<file path="src/rtl/ctr_updown_mod.sv">
// Parametrised synchronous up/down modulo-N counter with saturating parallel load,
// cascadable ripple carry/borrow (RCO) and a registered one-cycle wrap pulse.
module ctr_updown_mod #(
    parameter int unsigned      WIDTH   = 8,
    parameter longint unsigned  MODULUS = 256
) (
    input  logic             CP,
    input  logic             n_rst,
    input  logic             n_clr,
    input  logic             n_load,
    input  logic             ENP,
    input  logic             ENT,
    input  logic             UP,
    input  logic [WIDTH-1:0] D,
    output logic [WIDTH-1:0] Q,
    output logic             RCO,
    output logic             WRAP
);

    localparam logic [WIDTH-1:0] MAX_VAL  = WIDTH'(MODULUS - 64'd1);
    localparam logic [WIDTH-1:0] ZERO_VAL = '0;
    localparam logic [WIDTH-1:0] ONE_VAL  = WIDTH'(1);

    // Reject parameter combinations the counter cannot represent.
    if (WIDTH < 1 || WIDTH > 32 || MODULUS < 64'd2 || MODULUS > (64'd1 << WIDTH)) begin : g_param_check
        $error("ctr_updown_mod: illegal WIDTH/MODULUS combination");
    end

    logic [WIDTH-1:0] q_nxt;
    logic             wrap_nxt;
    logic             at_top;
    logic             at_bottom;

    assign at_top    = (Q == MAX_VAL);
    assign at_bottom = (Q == ZERO_VAL);

    // Next-state selection: clear > load > count > hold.
    always_comb begin
        q_nxt    = Q;
        wrap_nxt = 1'b0;
        if (!n_clr) begin
            q_nxt = ZERO_VAL;
        end else if (!n_load) begin
            q_nxt = (D > MAX_VAL) ? MAX_VAL : D;
        end else if (ENP && ENT) begin
            if (UP) begin
                if (at_top) begin
                    q_nxt    = ZERO_VAL;
                    wrap_nxt = 1'b1;
                end else begin
                    q_nxt = Q + ONE_VAL;
                end
            end else begin
                if (at_bottom) begin
                    q_nxt    = MAX_VAL;
                    wrap_nxt = 1'b1;
                end else begin
                    q_nxt = Q - ONE_VAL;
                end
            end
        end
    end

    always_ff @(posedge CP or negedge n_rst) begin
        if (!n_rst) begin
            Q    <= ZERO_VAL;
            WRAP <= 1'b0;
        end else begin
            Q    <= q_nxt;
            WRAP <= wrap_nxt;
        end
    end

    // Terminal-count detect follows UP and ENT combinationally for cascading.
    assign RCO = ENT & (UP ? at_top : at_bottom);

endmodule

</file>
<file path="config.mk">
export PLATFORM = sky130hd
export DESIGN_NAME = ctr_updown_mod
export DESIGN_NICKNAME = d
export VERILOG_FILES = /design/src/rtl/ctr_updown_mod.sv
export SDC_FILE = /design/constraint.sdc
export NUM_CORES = 1
export LEC_CHECK = 0
export BUFFER_PORTS_ARGS = -buffer_cell sky130_fd_sc_hd__buf_2
export CAP_MARGIN = 30
export CORE_UTILIZATION = 30
export CTS_CLUSTER_SIZE = 40
export DETAILED_ROUTE_END_ITERATION = 10
export PLACE_DENSITY = 0.55
export SETUP_SLACK_MARGIN = 0.4
export SLEW_MARGIN = 20
export SYNTH_ARGS = -nofsm -noshare
export SYNTH_HDL_FRONTEND = slang
export SYNTH_SLANG_ARGS = --single-unit
</file>
<file path="constraint.sdc">
create_clock -name CP -period 1.73 [get_ports CP]
set_clock_uncertainty 0.05 [all_clocks]
set_input_delay 0.346 -clock CP [delete_from_list [all_inputs] [get_ports CP]]
set_output_delay 0.346 -clock CP [all_outputs]
set_load 0.01 [all_outputs]
</file>
Word-level counts from Yosys, hierarchy flattened
Index checks and enable logic that the tools add are counted.
{ "classes": {"bitwise_logic": 1, "addsub": 2, "n_reduce_logical": 2, "muxes": 14, "n_eq_ne": 2, "magnitude_cmp": 1} }
{ "op_table": {"columns": ["operator", "count"], "rows": [
  ["$mux 8", 7],
  ["$add 8x1->8 const B", 1],
  ["$eq 8x8->1 const B", 1],
  ["$gt 8x8->1 const B", 1],
  ["$logic_not 8->1", 1],
  ["$sub 8x1->8 const B", 1],
  ["$mux 1", 7],
  ["$ne 3x2->1 const B", 1],
  ["$and 1x1->1", 1],
  ["$logic_and 1x1->1", 1]
]} }
{ "totals": {"inputBits": 15, "register_bits": 9, "word_cells": 24} }

Logic depth before layout (Yosys ltp)
Gate-level depths: netlist of run 1.
{ "logic_depth": {"word_depth": 6, "ltp_mapped": 6, "depth_no_buf": 6} }

Least setup slack after synthesis of run 1
OpenSTA, ideal clock, no wires.
{ "synth_path": {"path_kind": "reg2reg", "startpoint": "reg Q[0]", "endpoint": "reg Q[4]", "synth_period_minus_slack_ps": 1846, "n_path_buf": 0, "arrival_time_ps": 1732, "path_stages_with_launch": 7, "required_time_ps": 1616, "path_slack_ps": -116, "path_cell_list": "dfrtp_1 > inv_1 > ha_1 > or3b_2 > xor2_1 > a221oi_1 > a21o_1"} }
{ "synth_via": {"elab_chain_cells": 6, "word_cells_on_any_way": 10, "classes_between": "add/sub (2); eq/ne (1); mux (6); reduce/logical (1)"} }
{ "synth_lines": {"columns": ["item", "line_no", "source"], "rows": [
  ["start: declaration", "15", "output logic [WIDTH-1:0] Q,"],
  ["start signal: assignment", "69", "Q <= q_nxt;"],
  ["$sub 8x1->8 (tied with other cells)", "58", "q_nxt = Q - ONE_VAL;"],
  ["$mux 8 (on tied branches)", "54, 47", null],
  ["$mux 8 *", "46", "if (UP) begin"],
  ["$mux 8 *", "45", "end else if (ENP && ENT) begin"],
  ["$mux 8 *", "43", "end else if (!n_load) begin"],
  ["$mux 8 *", "41", "if (!n_clr) begin"]
]} }
Mark *: on every way between the ends. The rest lies on a longest branch, timed or not. The select of a mux whose other input is x is not followed.
A chain may end at the register's enable or synchronous reset.

Worst setup path in the final report of run 1
{ "layout_path": {"startpoint": "reg Q[5]", "endpoint": "out RCO"} }
{ "layout_via": {"elab_chain_cells": 3, "word_cells_on_any_way": 4, "classes_between": "eq/ne (1); mux (1); bitwise (1); reduce/logical (1)"} }
{ "layout_lines": {"columns": ["item", "line_no", "source"], "rows": [
  ["$eq 8x8->1 / $logic_not 8->1 (equally long branches)", "34, 35", null],
  ["$mux 1 *", "75", "assign RCO = ENT & (UP ? at_top : at_bottom);"],
  ["$and 1x1->1 *", "75", null],
  ["end: declaration", "16", "output logic RCO,"]
]} }
Mark *: on every way between the ends. The rest lies on a longest branch, timed or not.

==> run metrics, run 1 <==
Post-synth top flop dfrtp_1; CTS sink count 9; final design utilization roughly 56%; dpl hpwl about 2000 µm; critical path class flop to output port; Slowest cell on crit path dfrtp_1; Mapped Area ~860 µm²; Cell Chain, Critical Path nor4_4, and3_4, nor2_2, nor2b_1, buf_2; Hold Fails Final Rpt 0; Reg clk slew, reported paths around 80 ps; IO Pins 25; Sw Ratio a little over a third; total wire length between 3000 and 4000 µm; area of the die 3070 µm²; Final ANT Viol Nets 0; worst setup margin -194 ps; power per cell area roughly 560 nW/µm²; GP Congestion around 0.94; WL per Instance 16.9 µm; Initial Util between 30% and 40%; peak supply drop 0.388 mV; routed wl met2 approximately 1500 µm; critical path endpoint category output port; DR top layer met4; Pleak a little under 0.7 nW; Arr. time, crit path roughly 1500 ps; setup violators final 6; first-pass GRT wire length 5420 µm; #FFs+latches synth 9; Nets roughly 180; Area Overhead vs Synth 78.7%; switching pwr approximately 310 µW; Tmin final between 1500 and 2000 ps; Post-Syn Nets approximately 130; critical path launch point type flop; Pwr Total about 850 µW; asr flop ratio synth between 90% and 100%; status finished with violations; Die W 55.4 µm; clk_lat worst skew ~290 ps; share of the yosys chip area belonging to registers 26.3%; fraction of layout cells with a size suffix above 1 a little over half; CTS buffer count 3; syn_area_per_cell 7.92 µm²; worst hold-check path type input port to flop; global route overflow 0; initial antenna violation count 0; DR WL met3 140 µm; clock share of power approximately 22%; fmax between 500 and 600 MHz; CP max FO 2; CP Data Required Time roughly 1300 ps; Combinational Power Share 49.4%; MaxCap Viol Count 0; Yosys warning total 0; row count 19; initial drt markers 25; Slew @ Worst Pin between 400 and 500 ps; Unique masters post-synth 45; Layout Cells excl Fill between 150 and 200; clock tree buffer depth 2; fin crit share 111%; WP buf/inv 1; sequential share of power 28.4%; RSZ-0062 raised after global routing yes; slew margin rel. a little under three quarters; # DRC 0; family with the most delay on the worst path simple AND/OR/NAND/NOR gates; H-tree Lvls 1; Post-synth EDFFs 0; Core Region between 2000 and 3000 µm²; CTS tree done; placed cells between 150 and 200; number of diodes 0; Vias about 1100; Internal Power ~540 µW; drt pass-1 iters 4; All-Layer GR Usage approximately 23%; IO Port Bufs 24; chip height ~55 µm; Pins Over Slew Limit 0; largest incremental delay on the critical path 420 ps; largest net degree at the start of global routing 17; via/cell ratio ~5.6; failing checks setup timing; number of global-route vias before repair 1105; Clk Tree Root Cell clkbuf_4; DRT met1 WL 1510 µm; cell count after synthesis between 100 and 150
## cell type report
class                           instances  area (µm²)
Clock buffer                            4        26.3
Sequential cell                         9         230
Multi-Input combinational cell         81         711
Inverter                               10        42.5
Tap cell                               31        38.8
Fill cell                             247        1200
Timing Repair Buffer                   60         480
## sequential cells by signal, indices dropped and copies added, names as in the netlist
signal  count
WRAP        1
Q           8
## metrics by stage
step | setup WS, ps | hold WS (ps) | area [µm²] | setup TNS [ps]
after floorplan | 53.4 | 0.409 | 896 | 0
after global placement | 23.2 | 176 | 1120 | 0
after detailed placement | 1.97 | 177 | 1120 | 0
after CTS | -186 | 244 | 1400 | -371
after global routing | -294 | 230 | 1530 | -1060
final | -194 | 232 | 1530 | -617
## final timing paths
check,from,endpoint,slack [ps],cells past startpoint
max,Q[5],RCO,-190,5
min,D[1],Q[1],230,2
max reg2reg,Q[1],Q[5],-110,6
min reg2reg,Q[7],Q[7],670,2
max in group asynchronous,n_rst,Q[3],1000,2
min in group asynchronous,n_rst,Q[5],400,2
## power groups by stage
stage                     combinational, mW  clock (mW)  sequential (mW)
after floorplan                       0.155           0            0.252
after global placement                0.259           0            0.247
after detailed placement              0.261           0            0.248
after CTS                             0.353       0.185            0.245
after global routing                  0.455       0.204            0.244
final                                 0.422       0.190            0.242
## Yosys cell counts (2+ instances only)
cell	number	share of area [%]
a21oi_1	4	2.3
nor2_1	4	1.8
nor2b_1	2	1.5
dfrtp_1	9	26
a22o_1	2	2.0
nand2_1	5	2.2
xor2_1	2	2.0
buf_2	2	1.2
clkbuf_1	6	2.6
nand4_1	3	2.2
ha_1	3	4.4
o21ai_0	9	5.3
o22ai_1	2	1.5
a31oi_1	2	1.5
xnor2_1	3	3.1
inv_1	10	4.4
o221ai_1	2	2.0
nand3_1	8	4.7
o211ai_1	4	3.5
## layer usage
| layer | GRT usage [%] | vias to the layer above |
|---|---|---|
| met1 | 29.9 | 523 |
| met2 | 37.3 | 39 |
| met3 | 3.75 | 11 |
| met4 | 10.4 | 0 |
| met5 | 0 | - |
| li1 | - | 520 |
## kinds of logic (layout without fill, tap and decap cells)
kind of cell	after synthesis	count (layout)	share of synthesized area, %
AO/OA/AOI/OAI	37	37	30.6
XOR/XNOR	5	5	5.12
adder cells (fa/ha/maj)	3	3	4.39
buffers and inverters	18	74	8.19
flip-flops	9	9	26.3
multiplexers	2	2	2.49
AND/OR/NAND/NOR	34	34	23.0
## what timing repair did
action | CTS | global route
buffers inserted | 13 | 9
setup endpoints to repair | 16 | 18
gates resized for setup | 33 | 13
hold buffers | 1 | 0
endpoints found under the hold margin | 9 | 0
pin swaps | 8 | 7
## placed cells by master, fill, tap and decap left out, types with 2 or more instances in the layout
master and n:
nand4_1 3, o21ai_0 6, o211ai_1 4, o21ai_1 2, buf_2 19, a21oi_1 4
a22o_1 2, xor2_1 2, buf_6 18, dfrtp_1 5, buf_4 21, xnor2_2 3
dfrtp_2 4, nor2_1 2, nand3_1 8, inv_4 2, inv_1 8, ha_4 3
clkbuf_4 3, nand2_1 5
Power figures use the tool's default switching activity.
==> run 2: changes to the inputs <==
--- a/config.mk
+++ b/config.mk
@@ -5,7 +5,7 @@
 export SDC_FILE = /design/constraint.sdc
 export NUM_CORES = 1
 export LEC_CHECK = 0
-export BUFFER_PORTS_ARGS = -buffer_cell sky130_fd_sc_hd__buf_2
+export BUFFER_PORTS_ARGS = -buffer_cell sky130_fd_sc_hd__buf_4
 export CAP_MARGIN = 30
 export CORE_UTILIZATION = 30
 export CTS_CLUSTER_SIZE = 40
==> run metrics, run 2 (same netlist as run 1, synthesis figures left out) <==
status finished with violations (unchanged); failing checks setup timing (unchanged); Largest register FFs 8 (unchanged); biggest regs Q (8), WRAP (1) (unchanged); chip height 55.4 µm (unchanged); Pleak 0.654 nW (was 0.690 nW); Seq. cell area 230 µm² (unchanged); Vias 1033 (was 1093); total wire length 2910 µm (was 3290 µm); WL per Instance 15.5 µm (was 16.9 µm); initial drt markers 48 (was 25); power per cell area 550 nW/µm² (was 559 nW/µm²); Nets 176 (was 183); via/cell ratio 5.49 (was 5.61); RSZ-0062 raised after global routing yes (unchanged); crit path capture RCO (unchanged); clk_lat worst skew 260 ps (was 290 ps); largest reg by FF count Q (unchanged); first-pass GRT wire length 4900 µm (was 5420 µm); area of the multi-input gates 669 µm² (was 711 µm²); Core Region 2730 µm² (unchanged); area of the die 3070 µm² (unchanged); largest net degree at the start of global routing 18 (was 17); peak supply drop 0.362 mV (was 0.388 mV); Slowest cell on crit path dfrtp_2 (was dfrtp_1); fmax 517 MHz (was 520 MHz); Tmin final 1930 ps (was 1920 ps); setup violators final 4 (was 6); All-Layer GR Usage 20.2% (was 23.0%); initial antenna violation count 0 (unchanged); fraction of layout cells with a size suffix above 1 50.3% (was 54.9%); MaxCap Viol Count 0 (unchanged); Reg clk slew, reported paths 70 ps (was 80 ps); worst hold-check path type input port to flop (unchanged); fin crit share 112% (was 111%); crit path from Q[0] (was Q[5]); cell count of the worst reg-to-reg path 8 (was 6); drt pass-1 iters 4 (unchanged); largest incremental delay on the critical path 430 ps (was 420 ps); reg2reg start Q[1] (unchanged); Final ANT Viol Nets 0 (unchanged); Hold Fails Final Rpt 0 (unchanged); Die W 55.4 µm (unchanged); clock tree buffer depth 2 (unchanged); Layout Cells excl Fill 188 (was 195); critical path class flop to output port (unchanged); CTS sink count 9 (unchanged); critical path endpoint category output port (unchanged); CTS buffer count 3 (unchanged); reg2reg setup slack -70 ps (was -110 ps); critical path launch point type flop (unchanged); Clk Tree Root Cell clkbuf_4 (unchanged); final design utilization 53.5% (was 55.9%); worst setup margin -204 ps (was -194 ps); most frequent cells in the layout buf_4, buf_6, nand3_1, inv_1, o21ai_0 (was buf_4, buf_2, buf_6, nand3_1, inv_1); slew margin rel. 75.9% (was 72.0%); dpl hpwl 2010 µm (was 2040 µm); IO Port Bufs 24 (unchanged); placed cells 170 (was 168); global route overflow 0 (unchanged); # DRC 0 (unchanged); most common cell after layout, fill and taps aside buf_4 (unchanged); Initial Util 31.3% (unchanged); Fillers 264 (was 247); Setup Total Neg Slack -326 ps (was -617 ps); Arr. time, crit path 1540 ps (was 1530 ps); CP Data Required Time 1330 ps (about the same); Pins Over Slew Limit 0 (unchanged); row count 19 (unchanged); IO Pins 25 (unchanged); Hold Crit Start D[1] (unchanged); GP Congestion 0.833 (was 0.935); number of diodes 0 (unchanged); Cell Chain, Critical Path inv_2, ha_4, nor2b_4, and3_4, nor2_2, nor2b_1, buf_4 (was nor4_4, and3_4, nor2_2, nor2b_1, buf_2); CP max FO 3 (was 2); CTS tree done (unchanged); number of global-route vias before repair 1008 (was 1105); reg2reg end Q[4] (was Q[5]); H-tree Lvls 1 (unchanged); Slew @ Worst Pin 361 ps (was 419 ps); Area Overhead vs Synth 70.8% (was 78.7%)
## run 2: worst min-delay path by stage
stage / end / slack (ps) / cells past startpoint
5_1_grt: Q[1] / 260 / 2
3_5_place_dp: Q[5] / 140 / 1
2_1_floorplan: Q[0] / 0.4 / 0
3_3_place_gp: Q[5] / 140 / 1
4_1_cts: Q[1] / 250 / 2
6_report: Q[1] / 260 / 2
## run 2: timing repair
item | 4_1_cts | 5_1_grt
endpoints found under the hold margin | 9 | 0
setup endpoints to repair | 17 | 16
buffers inserted | 7 | 6
hold buffers | 1 | 0
gates resized for setup | 21 | 10
pin swaps | 8 | 6
## run 2: per-stage QoR
step	setup WS (ps)	instance area [µm²]	hold slack (ps)	power [mW]
floorplan	53.4	896	0.409	0.407
global placement	13.6	1190	136	0.532
detailed placement	-11.4	1190	135	0.534
CTS	-173	1370	254	0.765
global route	-276	1460	263	0.856
finish	-204	1460	258	0.804
## run 2: final cells by class
cell class	count	area share [%]
tap	31	2.65
sequential	9	15.8
clock buffer	4	1.80
multi-input combinational	81	45.8
timing repair buffer	53	31.3
inverter	10	2.74
## run 2: critical path: cells and delay by family (launching register included)
family	cells	cell delay (ps)
buffers and inverters	2	220
adders and majority gates	1	140
and+or+nand+nor	4	500
DFF	1	430
## run 2: power breakdown
group	internal (mW)	leakage (nW)	total (mW)	switching (mW)
logic	0.217	0.526	0.388	0.171
clock network	0.0890	0.0150	0.171	0.0824
registers	0.225	0.114	0.245	0.0200
## run 2: metal layers
| metal | track usage [%] | vias to the layer above | part of all wire (%) |
|---|---|---|---|
| li1 | - | 508 | - |
| met1 | 26.5 | 488 | 45 |
| met4 | 6.43 | 0 | 0.55 |
| met5 | 0 | - | 0 |
| met2 | 33.9 | 35 | 49 |
| met3 | 3.28 | 2 | 5.2 |
